[src/rtl/msix_irq_sender_if.sv]
// rtl/msix_irq_sender_if.sv - MSI-X TX/RX response channels and DMA write request stream
interface msix_irq_sender_if #(
    parameter int HEAD_WIDTH     = 128,
    parameter int IRQ_MSG        = 32,
    parameter int DMA_ADDR_WIDTH = 64
);
    // TX interrupt-response channel
    logic [IRQ_MSG-1:0]        tx_irq_rsp_msg;
    logic [DMA_ADDR_WIDTH-1:0] tx_irq_rsp_addr;
    logic                      tx_irq_rsp_valid;
    logic                      tx_irq_rsp_ready;

    // RX interrupt-response channel
    logic [IRQ_MSG-1:0]        rx_irq_rsp_msg;
    logic [DMA_ADDR_WIDTH-1:0] rx_irq_rsp_addr;
    logic                      rx_irq_rsp_valid;
    logic                      rx_irq_rsp_ready;

    // Single-beat DMA memory-write request
    logic                      irq_axis_valid;
    logic                      irq_axis_last;
    logic [HEAD_WIDTH-1:0]     irq_axis_head;
    logic [IRQ_MSG-1:0]        irq_axis_data;
    logic                      irq_axis_ready;

    // Interrupt sender view
    modport master (
        input  tx_irq_rsp_msg, tx_irq_rsp_addr, tx_irq_rsp_valid,
        output tx_irq_rsp_ready,
        input  rx_irq_rsp_msg, rx_irq_rsp_addr, rx_irq_rsp_valid,
        output rx_irq_rsp_ready,
        output irq_axis_valid, irq_axis_last, irq_axis_head, irq_axis_data,
        input  irq_axis_ready
    );

    // MSI-X manager / DMA engine view
    modport slave (
        output tx_irq_rsp_msg, tx_irq_rsp_addr, tx_irq_rsp_valid,
        input  tx_irq_rsp_ready,
        output rx_irq_rsp_msg, rx_irq_rsp_addr, rx_irq_rsp_valid,
        input  rx_irq_rsp_ready,
        input  irq_axis_valid, irq_axis_last, irq_axis_head, irq_axis_data,
        output irq_axis_ready
    );
endinterface

[src/rtl/msix_irq_sender.sv]
// rtl/msix_irq_sender.sv - round-robin MSI-X response arbiter emitting DMA interrupt writes
module msix_irq_sender #(
    parameter int HEAD_WIDTH     = 128,
    parameter int DROP_CNT_WIDTH = 16
) (
    input  logic                      clk,
    input  logic                      rst_n,
    input  logic                      irq_en,
    msix_irq_sender_if.master         bus,
    output logic [31:0]               irq_sent_cnt,
    output logic [DROP_CNT_WIDTH-1:0] irq_drop_cnt
);
    localparam int IRQ_MSG        = 32;
    localparam int DMA_ADDR_WIDTH = 64;
    localparam logic [31:0] IRQ_OPCODE = 32'h2;
    localparam logic [DROP_CNT_WIDTH-1:0] DROP_MAX = '1;

    typedef enum logic {
        IDLE = 1'b0,
        SEND = 1'b1
    } state_t;

    state_t                    state_q;
    state_t                    state_d;
    logic                      last_rx_q;
    logic [IRQ_MSG-1:0]        msg_q;
    logic [DMA_ADDR_WIDTH-1:0] addr_q;
    logic [31:0]               sent_cnt_q;
    logic [DROP_CNT_WIDTH-1:0] drop_cnt_q;

    logic                      cand_tx;
    logic                      cand_rx;
    logic                      grant_tx;
    logic                      grant_rx;
    logic                      grant;
    logic [IRQ_MSG-1:0]        sel_msg;
    logic [DMA_ADDR_WIDTH-1:0] sel_addr;
    logic                      sel_bad;
    logic                      inc_sent;
    logic                      inc_drop;
    logic                      send_active;

    // Round-robin pick between the two channels; grants only happen in IDLE
    always_comb begin
        cand_tx  = irq_en && bus.tx_irq_rsp_valid;
        cand_rx  = irq_en && bus.rx_irq_rsp_valid;
        grant_tx = 1'b0;
        grant_rx = 1'b0;
        if (state_q == IDLE) begin
            // On a tie the channel that did not win last time goes first
            grant_tx = cand_tx && (!cand_rx || last_rx_q);
            grant_rx = cand_rx && (!cand_tx || !last_rx_q);
        end
        grant    = grant_tx || grant_rx;
        sel_msg  = grant_rx ? bus.rx_irq_rsp_msg  : bus.tx_irq_rsp_msg;
        sel_addr = grant_rx ? bus.rx_irq_rsp_addr : bus.tx_irq_rsp_addr;
        // Zero means the vector was never programmed; DWORD misalignment is unusable
        sel_bad  = (sel_addr == '0) || (sel_addr[1:0] != 2'b00);
    end

    // Ready is the grant itself, forced low while reset is held
    assign bus.tx_irq_rsp_ready = rst_n && grant_tx;
    assign bus.rx_irq_rsp_ready = rst_n && grant_rx;

    // Next-state decision and counter increment requests
    always_comb begin
        state_d  = state_q;
        inc_sent = 1'b0;
        inc_drop = 1'b0;
        case (state_q)
            IDLE: begin
                if (grant) begin
                    if (sel_bad) begin
                        inc_drop = 1'b1;
                    end else begin
                        state_d = SEND;
                    end
                end
            end
            SEND: begin
                if (bus.irq_axis_ready) begin
                    inc_sent = 1'b1;
                    state_d  = IDLE;
                end
            end
            default: begin
                state_d = IDLE;
            end
        endcase
    end

    // FSM state register
    always_ff @(posedge clk or negedge rst_n) begin
        if (!rst_n) begin
            state_q <= IDLE;
        end else begin
            state_q <= state_d;
        end
    end

    // Capture the granted response and remember which channel won
    always_ff @(posedge clk or negedge rst_n) begin
        if (!rst_n) begin
            last_rx_q <= 1'b1;
            msg_q     <= '0;
            addr_q    <= '0;
        end else if (grant) begin
            last_rx_q <= grant_rx;
            msg_q     <= sel_msg;
            addr_q    <= sel_addr;
        end
    end

    // Sent counter wraps; drop counter sticks at its maximum
    always_ff @(posedge clk or negedge rst_n) begin
        if (!rst_n) begin
            sent_cnt_q <= '0;
            drop_cnt_q <= '0;
        end else begin
            if (inc_sent) begin
                sent_cnt_q <= sent_cnt_q + 32'd1;
            end
            if (inc_drop && (drop_cnt_q != DROP_MAX)) begin
                drop_cnt_q <= drop_cnt_q + DROP_CNT_WIDTH'(1);
            end
        end
    end

    assign send_active        = (state_q == SEND);
    assign bus.irq_axis_valid = send_active;
    assign bus.irq_axis_last  = send_active;
    assign bus.irq_axis_head  = send_active ? HEAD_WIDTH'({IRQ_OPCODE, addr_q, 32'h0}) : '0;
    assign bus.irq_axis_data  = send_active ? msg_q : '0;

    assign irq_sent_cnt = sent_cnt_q;
    assign irq_drop_cnt = drop_cnt_q;

endmodule

[src/flat_wrapper.sv]
// flat-port wrapper written by rule: the top's interface ports become plain ports
module msix_irq_sender_flat 
#(
    parameter int HEAD_WIDTH     = 128,
    parameter int DROP_CNT_WIDTH = 16
)
  (clk, rst_n, irq_en, irq_sent_cnt, irq_drop_cnt, bus_tx_irq_rsp_msg, bus_tx_irq_rsp_addr, bus_tx_irq_rsp_valid, bus_tx_irq_rsp_ready, bus_rx_irq_rsp_msg, bus_rx_irq_rsp_addr, bus_rx_irq_rsp_valid, bus_rx_irq_rsp_ready, bus_irq_axis_valid, bus_irq_axis_last, bus_irq_axis_head, bus_irq_axis_data, bus_irq_axis_ready);
  msix_irq_sender_if #(.HEAD_WIDTH(HEAD_WIDTH)) bus_i ();
  input  logic clk;
  input  logic rst_n;
  input  logic irq_en;
  output logic [31:0] irq_sent_cnt;
  output logic [DROP_CNT_WIDTH-1:0] irq_drop_cnt;
  input wire logic [$bits(bus_i.tx_irq_rsp_msg)-1:0] bus_tx_irq_rsp_msg;
  input wire logic [$bits(bus_i.tx_irq_rsp_addr)-1:0] bus_tx_irq_rsp_addr;
  input wire logic [$bits(bus_i.tx_irq_rsp_valid)-1:0] bus_tx_irq_rsp_valid;
  output wire logic [$bits(bus_i.tx_irq_rsp_ready)-1:0] bus_tx_irq_rsp_ready;
  input wire logic [$bits(bus_i.rx_irq_rsp_msg)-1:0] bus_rx_irq_rsp_msg;
  input wire logic [$bits(bus_i.rx_irq_rsp_addr)-1:0] bus_rx_irq_rsp_addr;
  input wire logic [$bits(bus_i.rx_irq_rsp_valid)-1:0] bus_rx_irq_rsp_valid;
  output wire logic [$bits(bus_i.rx_irq_rsp_ready)-1:0] bus_rx_irq_rsp_ready;
  output wire logic [$bits(bus_i.irq_axis_valid)-1:0] bus_irq_axis_valid;
  output wire logic [$bits(bus_i.irq_axis_last)-1:0] bus_irq_axis_last;
  output wire logic [$bits(bus_i.irq_axis_head)-1:0] bus_irq_axis_head;
  output wire logic [$bits(bus_i.irq_axis_data)-1:0] bus_irq_axis_data;
  input wire logic [$bits(bus_i.irq_axis_ready)-1:0] bus_irq_axis_ready;
  assign bus_i.tx_irq_rsp_msg = bus_tx_irq_rsp_msg;
  assign bus_i.tx_irq_rsp_addr = bus_tx_irq_rsp_addr;
  assign bus_i.tx_irq_rsp_valid = bus_tx_irq_rsp_valid;
  assign bus_tx_irq_rsp_ready = bus_i.tx_irq_rsp_ready;
  assign bus_i.rx_irq_rsp_msg = bus_rx_irq_rsp_msg;
  assign bus_i.rx_irq_rsp_addr = bus_rx_irq_rsp_addr;
  assign bus_i.rx_irq_rsp_valid = bus_rx_irq_rsp_valid;
  assign bus_rx_irq_rsp_ready = bus_i.rx_irq_rsp_ready;
  assign bus_irq_axis_valid = bus_i.irq_axis_valid;
  assign bus_irq_axis_last = bus_i.irq_axis_last;
  assign bus_irq_axis_head = bus_i.irq_axis_head;
  assign bus_irq_axis_data = bus_i.irq_axis_data;
  assign bus_i.irq_axis_ready = bus_irq_axis_ready;
  msix_irq_sender #(.HEAD_WIDTH(HEAD_WIDTH), .DROP_CNT_WIDTH(DROP_CNT_WIDTH)) u_core (.clk(clk), .rst_n(rst_n), .irq_en(irq_en), .bus(bus_i), .irq_sent_cnt(irq_sent_cnt), .irq_drop_cnt(irq_drop_cnt));
endmodule
[config.mk]
export PLATFORM = sky130hd
export DESIGN_NAME = msix_irq_sender_flat
export DESIGN_NICKNAME = d
export VERILOG_FILES = /design/src/rtl/msix_irq_sender_if.sv /design/src/rtl/msix_irq_sender.sv /design/src/flat_wrapper.sv
export SDC_FILE = /design/constraint.sdc
export NUM_CORES = 1
export LEC_CHECK = 0
export BUFFER_PORTS_ARGS = -buffer_cell sky130_fd_sc_hd__buf_4
export CORE_AREA = 2 2 157 159
export CTS_BUF_LIST = sky130_fd_sc_hd__clkbuf_4 sky130_fd_sc_hd__clkbuf_8 sky130_fd_sc_hd__clkbuf_16
export CTS_CLUSTER_DIAMETER = 50
export DETAILED_ROUTE_END_ITERATION = 12
export DIE_AREA = 0 0 159 161
export HOLD_SLACK_MARGIN = 0.06
export SLEW_MARGIN = 20
export SYNTH_ARGS = -nofsm -noshare
export SYNTH_HDL_FRONTEND = slang
export SYNTH_SLANG_ARGS = --single-unit
[constraint.sdc]
create_clock -name clk -period 2.8 [get_ports clk]
set_input_delay 0.42 -clock clk [delete_from_list [all_inputs] [get_ports clk]]
set_output_delay 0.42 -clock clk [all_outputs]
set_load 0.03 [all_outputs]
==> After elaboration in Yosys (flattened, before gate mapping) <==
Index checks and enable logic that the tools add are counted.
{ "word_totals": {"output_inout_bits": 212, "word_cells": 41, "reg_bits": 146} }
{ "op_classes": {"eq_ne": 1, "bitwise": 1, "reduce_logical": 16, "addsub": 2, "muxes": 15} }
{ "ops": {"columns": ["cell", "n"], "rows": [
  ["two-way mux 98 bit", 1],
  ["logical NOT 64 bit", 1],
  ["two-way mux 32 bit", 2],
  ["two-way mux 64 bit", 1],
  ["adder 32 x 1 -> 32 bit, second input constant", 1],
  ["adder 16 x 1 -> 16 bit, second input constant", 1],
  ["inequality test 16 bit, second input constant", 1],
  ["two-way mux 1 bit", 10],
  ["logical AND 1 bit", 7],
  ["logical OR 1 bit", 4],
  ["logical NOT 1 bit", 3],
  ["case mux 1 bit (2 select lines)", 1],
  ["nonzero test 2 bit", 1],
  ["NOT 1 bit", 1]
]} }

==> Depth between registers and ports, before layout <==
Gate-level depths: netlist of run 1.
{ "logic_depth": {"depth_word": 12, "mapped_depth": 9} }

==> Worst setup path before layout of run 1 <==
Ideal clock, no wire load.
{ "synth_path": {"path_kind": "reg-to-output", "from": "reg u_core.state_q (netlist: u_core.bus.irq_axis_last)", "to": "out bus_rx_irq_rsp_ready", "arrival_time_ps": 1857, "setup_slack_ps": 523, "t_required_ps": 2380, "stages_incl_launch_ff": 7, "cell_sequence": "dfrtp_1 nor2b_4 nand3_2 buf_2 buf_2 buf_2 nor2_1"} }
{ "synth_via": {"elab_chain_cells": 2} }
{ "synth_lines": {"columns": ["item", "line_no", "rtl"], "rows": [
  ["from (decl)", "msix_irq_sender.sv:23", "state_t state_q;"],
  ["from (signal assigned)", "msix_irq_sender.sv:97", "state_q <= state_d;"],
  ["two-way mux 1 bit", "msix_irq_sender.sv:49", "if (state_q == IDLE) begin"],
  ["logical AND 1 bit", "msix_irq_sender.sv:63", "assign bus.rx_irq_rsp_ready = rst_n && grant_rx;"],
  ["to (decl)", "flat_wrapper.sv:21", "output wire logic [$bits(bus_i.rx_irq_rsp_ready)-1:0] bus_rx_irq_rsp_ready;"]
]} }
No other way between the ends.

==> Final worst setup path of run 1 <==
{ "layout_path": {"from": "reg u_core.state_q (netlist: u_core.bus.irq_axis_last)", "to": "out bus_irq_axis_head[48]"} }
{ "layout_via": {"elab_chain_cells": 1} }
{ "layout_lines": {"columns": ["item", "line_no", "rtl"], "rows": [
  ["two-way mux 98 bit", "msix_irq_sender.sv:132", "assign bus.irq_axis_head = send_active ? HEAD_WIDTH'({IRQ_OPCODE, addr_q, 32'h0}) : '0;"],
  ["to (decl)", "flat_wrapper.sv:24", "output wire logic [$bits(bus_i.irq_axis_head)-1:0] bus_irq_axis_head;"]
]} }
No other way between the ends.

==> results of run 1 <==
==> sequential cells by signal, indices dropped and copies added (netlist names) <==
signal	count
u_core.addr_q	64
u_core.bus.irq_axis_last	1
u_core.irq_drop_cnt	16
u_core.irq_sent_cnt	32
u_core.last_rx_q	1
u_core.msg_q	32
==> layer usage <==
| layer | track usage, % | vias to the layer above | share of wire, % |
|---|---|---|---|
| li1 | - | 3454 | - |
| met1 | 25.7 | 3349 | 42 |
| met2 | 35.7 | 281 | 50 |
| met3 | 5.52 | 28 | 7.0 |
| met4 | 5.95 | 0 | 1.7 |
| met5 | 0 | - | 0 |
==> per-stage QoR <==
step | total power, mW | instances | hold WS, ns
2_1_floorplan | 3.75 | 908 | 0.124
3_3_place_gp | 4.46 | 1493 | 0.453
3_5_place_dp | 4.48 | 1493 | 0.462
4_1_cts | 6.82 | 1525 | 0.118
5_1_grt | 7.11 | 1525 | 0.0873
6_report | 6.73 | 1525 | 0.0735
==> critical path, stage by stage (launching register included) <==
cell     delay, ns
dfrtp_2       0.47
buf_4         0.68
and2_1        0.30
buf_4         0.18
==> where the power goes <==
part | internal [mW] | switching (mW)
Sequential | 2.44 | 0.220
Combinational | 0.705 | 1.06
Clock | 1.30 | 1.00
Total | 4.45 | 2.28
==> cell type report <==
cell class	count	area, sq um
clock buffer	19	453
inverter	6	22.5
fill	2360	12500
multi-input combinational	646	3980
sequential	146	3660
clock inverter	13	139
tap	324	405
timing repair buffer	371	2830
==> synthesized netlist by cell type (3+ instances only) <==
master    number
and4_1         3
clkbuf_1      31
and2_1        97
buf_4         65
xnor2_1       37
nor2_1        13
nand4_1       18
buf_2          9
nand3_1       23
and3_1        11
nor4_1        32
o21ai_0       96
nor3_1         3
mux2i_1       97
xor2_1         7
a21oi_1        5
dfrtp_1      145
buf_1          5
nand2_1      119
inv_1          6
==> cell usage in the layout (no fill, tap or decap), drive strengths merged, types with 7 or more instances in the layout <==
master and n:
buf 371, conb 63, mux2i 97, and3 11, dfrtp 145, xor2 7, nor2 14, o21ai 97
inv 14, nor4 32, clkbuf 19, and2 97, xnor2 37, nand4 18, nand2 120, nand3 24
==> cells by family (layout without fill, tap and decap cells) <==
logic type,count (synthesis),in the layout,synth area share [%]
other,1,63,0.0465
AND/OR/NAND/NOR,327,327,21.2
buffers and inverters,116,409,8.56
adder cells (fa/ha/maj),2,2,0.310
flip-flops,146,146,45.3
multiplexers,99,99,12.3
AO/OA/AOI/OAI,111,111,7.52
XOR/XNOR,44,44,4.78
==> worst paths after layout <==
| kind | cells past startpoint | end | slack [ns] |
|---|---|---|---|
| worst min register to register | 2 | u_core.addr_q[52] | 0.47 |
| max in group asynchronous | 2 | u_core.bus.irq_axis_last | 2.01 |
| worst max-delay path | 3 | bus_irq_axis_head[48] | 0.28 |
| worst max register to register | 7 | u_core.irq_drop_cnt[1] | 0.35 |
| worst min-delay path | 2 | u_core.addr_q[58] | 0.07 |
| min in group clk | 2 | u_core.last_rx_q | 0.21 |
==> impl_metrics.toml, run 1 <==
[run_status]
status = "completed"

[yosys]
yosys_warnings = 0
synth-seq-cells = 146
synth-main-ff-cell = "dfrtp_1"
ys_async_sr_fraction_pct = 100
synth_top_area_share_pct = 45.0
synth_area_leader_cell = "dfrtp_1"
synth_edf_count = 0
yosysSeqAreaShare_pct = 45.3
synth.distinct_cells = 39
syn_area_per_cell_sq_um = 9.54
synthCells = 846
synth_area_sq_um = 8070
synth_area_leaders = "dfrtp_1, mux2i_1, and2_1"

[timing]
max_slew.worst_pin.slew_ns = 0.837
worst_slack_ns = 0.285
max_slew_margin_pct = 44.2
setup_viol = 0
layout_min_cycle_time_ns = 2.52
maxSlewViolCount = 0
hold_viol = 0
rsz0062_at_grt = "no"
fmax_mhz = 398
fin_crit_sh_pct = 89.8
fin_skew_ns = 0.00849
finalSetupTns_ns = 0

[drt]
drt_first_pass_iters = 4
drc = 0
via_count = 7112
ant_nets = 0
via_per_inst = 4.66
finalWirelength_mm = 26.3
post_drt_wl_per_cell_um = 17.2
drt_iter0_drc = 295

[die]
boundaryPins = 410
rows = 57
die_w_um = 159
core_region_area_sq_um = 24000
die_y_um = 161
dieArea_sq_um = 25600
start_util_pct = 33.7

[global_routing]
overflow = 0
track_usage_pct = 20.7
grt_pass1_wl_mm = 41.2
grt_pass1_vias = 7213
antenna_found_initial = 0
grt_max_degree = 96

[clocking]
h-tree-depth = 4
path_clk_slew_ns = 0.06
ctsHoldBuffers = 0
cts_buffer_depth = 2
cts_setup_buffers = 0
cts-root-buf = "clkbuf_16"
cts_tree = "done"
cts.sinks = 146
cts_inserted_buffers = 17
clk_latency_ns = 0.42
cts_resized = 0

[placed_design]
gp_congestion = 0.873
place_area_sq_um = 10900
dp_hpwl_mm = 20.3
pre_cts_slack_ns = 0.0338
port_buffers = 346

[final_layout]
n_antenna_cell = 0
final_cell_area_sq_um = 11500
syn_to_final_growth_pct = 42.2
layout-drive-gt1-share_pct = 34.6
fin_util_pct = 47.9
nets = 1388

[run]
maxCapViolations = 0

[setup_path]
cp-start-kind = "flip-flop"
r2r-start = "u_core.bus.irq_axis_last"
worstSetupEndpointType = "output port"
worstSetupPathType = "reg -> out"
cp.arrival_ns = 2.10
cp_max_fo = 95
startpoint = "u_core.bus.irq_axis_last"
cp.required_ns = 2.38

[worst_hold_path]
holdCritPathClass = "in -> async"

[power]
cellLeakagePower_nw = 6.12
ir_worst_vdd_uv = 338
p_per_area_nw_per_um2 = 587
No activity file was read; power rests on OpenSTA's default activity.
==> run 2: changes to the inputs <==
--- a/config.mk
+++ b/config.mk
@@ -5,12 +5,13 @@
 export SDC_FILE = /design/constraint.sdc
 export NUM_CORES = 1
 export LEC_CHECK = 0
+export ABC_AREA = 1
 export BUFFER_PORTS_ARGS = -buffer_cell sky130_fd_sc_hd__buf_4
-export CORE_AREA = 2 2 157 159
+export CORE_AREA = 2 2 161 163
 export CTS_BUF_LIST = sky130_fd_sc_hd__clkbuf_4 sky130_fd_sc_hd__clkbuf_8 sky130_fd_sc_hd__clkbuf_16
 export CTS_CLUSTER_DIAMETER = 50
 export DETAILED_ROUTE_END_ITERATION = 12
-export DIE_AREA = 0 0 159 161
+export DIE_AREA = 0 0 163 165
 export HOLD_SLACK_MARGIN = 0.06
 export SLEW_MARGIN = 20
 export SYNTH_ARGS = -nofsm -noshare
==> impl_metrics.toml, run 2 <==
[timing]
fmax_mhz = 400
rsz0062_at_grt = "no"
max_slew_margin_pct = 42.4
finalSetupTns_ns = 0
setup_viol = 0
fin_crit_sh_pct = 89.3
layout_min_cycle_time_ns = 2.50
max_slew.worst_pin.slew_ns = 0.864
hold_viol = 0
fin_skew_ns = 0.0128
maxSlewViolCount = 0

[power]
cellLeakagePower_nw = 6.79
ir_worst_vdd_uv = 425
p_per_area_nw_per_um2 = 653

[setup_path]
cp_max_fo = 58
cp.required_ns = 3.10
worstSetupEndpointType = "flip-flop"
worstSetupPathType = "reg -> reg"
cp-start-kind = "flip-flop"
cp.arrival_ns = 2.81

[yosys]
synth-seq-cells = 146
yosysSeqAreaShare_pct = 42.2
synth_area_leader_cell = "dfrtp_1"
synth-main-ff-cell = "dfrtp_1"
ys_async_sr_fraction_pct = 100
synth_edf_count = 0
yosys_warnings = 0
synth_common_cells = "nand2_1, dfrtp_1, inv_1"
synthCells = 1210
synth_top_area_share_pct = 41.9
syn_area_per_cell_sq_um = 7.16
synth.distinct_cells = 28
synth_area_leaders = "dfrtp_1, nand2_1, buf_4"
synthMostInstantiatedCell = "nand2_1"
synth_area_sq_um = 8660

[placed_design]
placed_cells = 1840
dp_hpwl_mm = 21.8
gp_congestion = 0.860
port_buffers = 346

[die]
die_w_um = 163
boundaryPins = 410
dieArea_sq_um = 26900
core_region_area_sq_um = 25000
start_util_pct = 34.6
die_y_um = 165
rows = 58

[run]
maxCapViolations = 0

[drt]
finalWirelength_mm = 29.4
drc = 0
drt_iter0_drc = 508
via_count = 8793
post_drt_wl_per_cell_um = 15.7
via_per_inst = 4.69
drt_first_pass_iters = 5
ant_nets = 0

[final_layout]
n_antenna_cell = 0
final_cell_mix = "buf_4, nand2_1, dfrtp_1"
layout-drive-gt1-share_pct = 27.0
syn_to_final_growth_pct = 38.9
largest_reg_flops = 64
final_common_cell = "buf_4"
nets = 1730
fin_cells = 1873
nFillCells = 2563
largest-register = "u_core.addr_q"

[clocking]
path_clk_slew_ns = 0.06
cts.sinks = 146
cts-root-buf = "clkbuf_16"
clk_latency_ns = 0.42
cts_setup_buffers = 0
cts_tree = "done"
cts_inserted_buffers = 17
h-tree-depth = 4
cts_buffer_depth = 2

[global_routing]
antenna_found_initial = 0
grt_pass1_vias = 8143
grt_pass1_wl_mm = 44.8
track_usage_pct = 21.4
overflow = 0
grt_max_degree = 66

[run_status]
status = "completed"

[worst_hold_path]
holdCritPathClass = "in -> reg"
## run 2: what timing repair did
action / in CTS / in global routing
gates resized for setup: 0 / 2
hold buffers: 1 / 0
setup endpoints to repair: 0 / 2
endpoints found under the hold margin: 23 / 0
## run 2: final cells by class
cell class | count | area [sq um] | area share, %
tap | 330 | 413 | 3.43
clock buffer | 17 | 425 | 3.54
clock inverter | 15 | 189 | 1.57
timing repair buffer | 371 | 2860 | 23.8
sequential | 146 | 3660 | 30.4
inverter | 126 | 473 | 3.93
multi-input combinational | 868 | 4010 | 33.4
## run 2: kinds of logic after synthesis
family          count (synthesis)  synth area share (%)
simple gates                  597                  28.3
compound gates                163                  10.4
flops                         146                  42.2
fa+ha+maj                       2                 0.289
other cells                     1                0.0433
buf+inv                       258                  14.4
xor+xnor                       43                  4.35
## run 2: report_power, final
part           leakage [nW]  internal, mW  switching, mW  total (mW)
combinational          4.72         0.940           1.64        2.58
sequential             1.78          2.59          0.316        2.90
clock                 0.299          1.36           1.01        2.37
total                  6.79          4.88           2.97        7.85
## run 2: metrics by stage
stage	instance area (sq um)	setup WS (ns)	hold slack, ns	power [mW]	utilization, %
CTS	12000	0.233	0.192	7.94	48.0
finish	12000	0.298	0.213	7.85	48.0
global placement	11400	0.113	0.306	5.51	45.5
floorplan	8890	0.511	0.124	4.55	-
detailed placement	11400	0.0649	0.305	5.54	45.5
global route	12000	0.0347	0.210	8.34	48.0
## run 2: worst paths after layout
check / from / endpoint / slack, ns / cells after the start
max in group asynchronous: rst_n / u_core.msg_q[31] / 1.21 / 3
worst min register to register: u_core.irq_sent_cnt[31] / u_core.irq_sent_cnt[31] / 0.47 / 1
worst max-delay path: u_core.bus.irq_axis_last / u_core.irq_drop_cnt[1] / 0.30 / 17
worst min-delay path: bus_irq_axis_ready / u_core.bus.irq_axis_last / 0.21 / 2
worst max register to register: u_core.bus.irq_axis_last / u_core.irq_drop_cnt[1] / 0.30 / 17
min in group asynchronous: rst_n / u_core.irq_sent_cnt[22] / 0.43 / 2
## run 2: worst max-delay path: stages (launching register included)
cell     delay (ns)
dfrtp_4        0.51
nor2_4         0.19
nand2_4        0.07
buf_12         0.18
buf_4          0.21
nand2_1        0.08
nand2_1        0.05
nor2_1         0.09
nand2_1        0.06
nor2_1         0.14
nand2_1        0.11
nor2_1         0.12
nand2_1        0.06
nand2_1        0.09
nand3_1        0.12
buf_12         0.18
nand2_1        0.06
nand2_1        0.05
## run 2: layer usage
metal / GRT usage (%) / up-vias / part of all wire (%)
li1: - / 4368 / -
met1: 27.2 / 4076 / 42
met2: 36.5 / 330 / 49
met3: 5.58 / 19 / 7.7
met4: 4.83 / 0 / 1.3
met5: 0 / - / 0
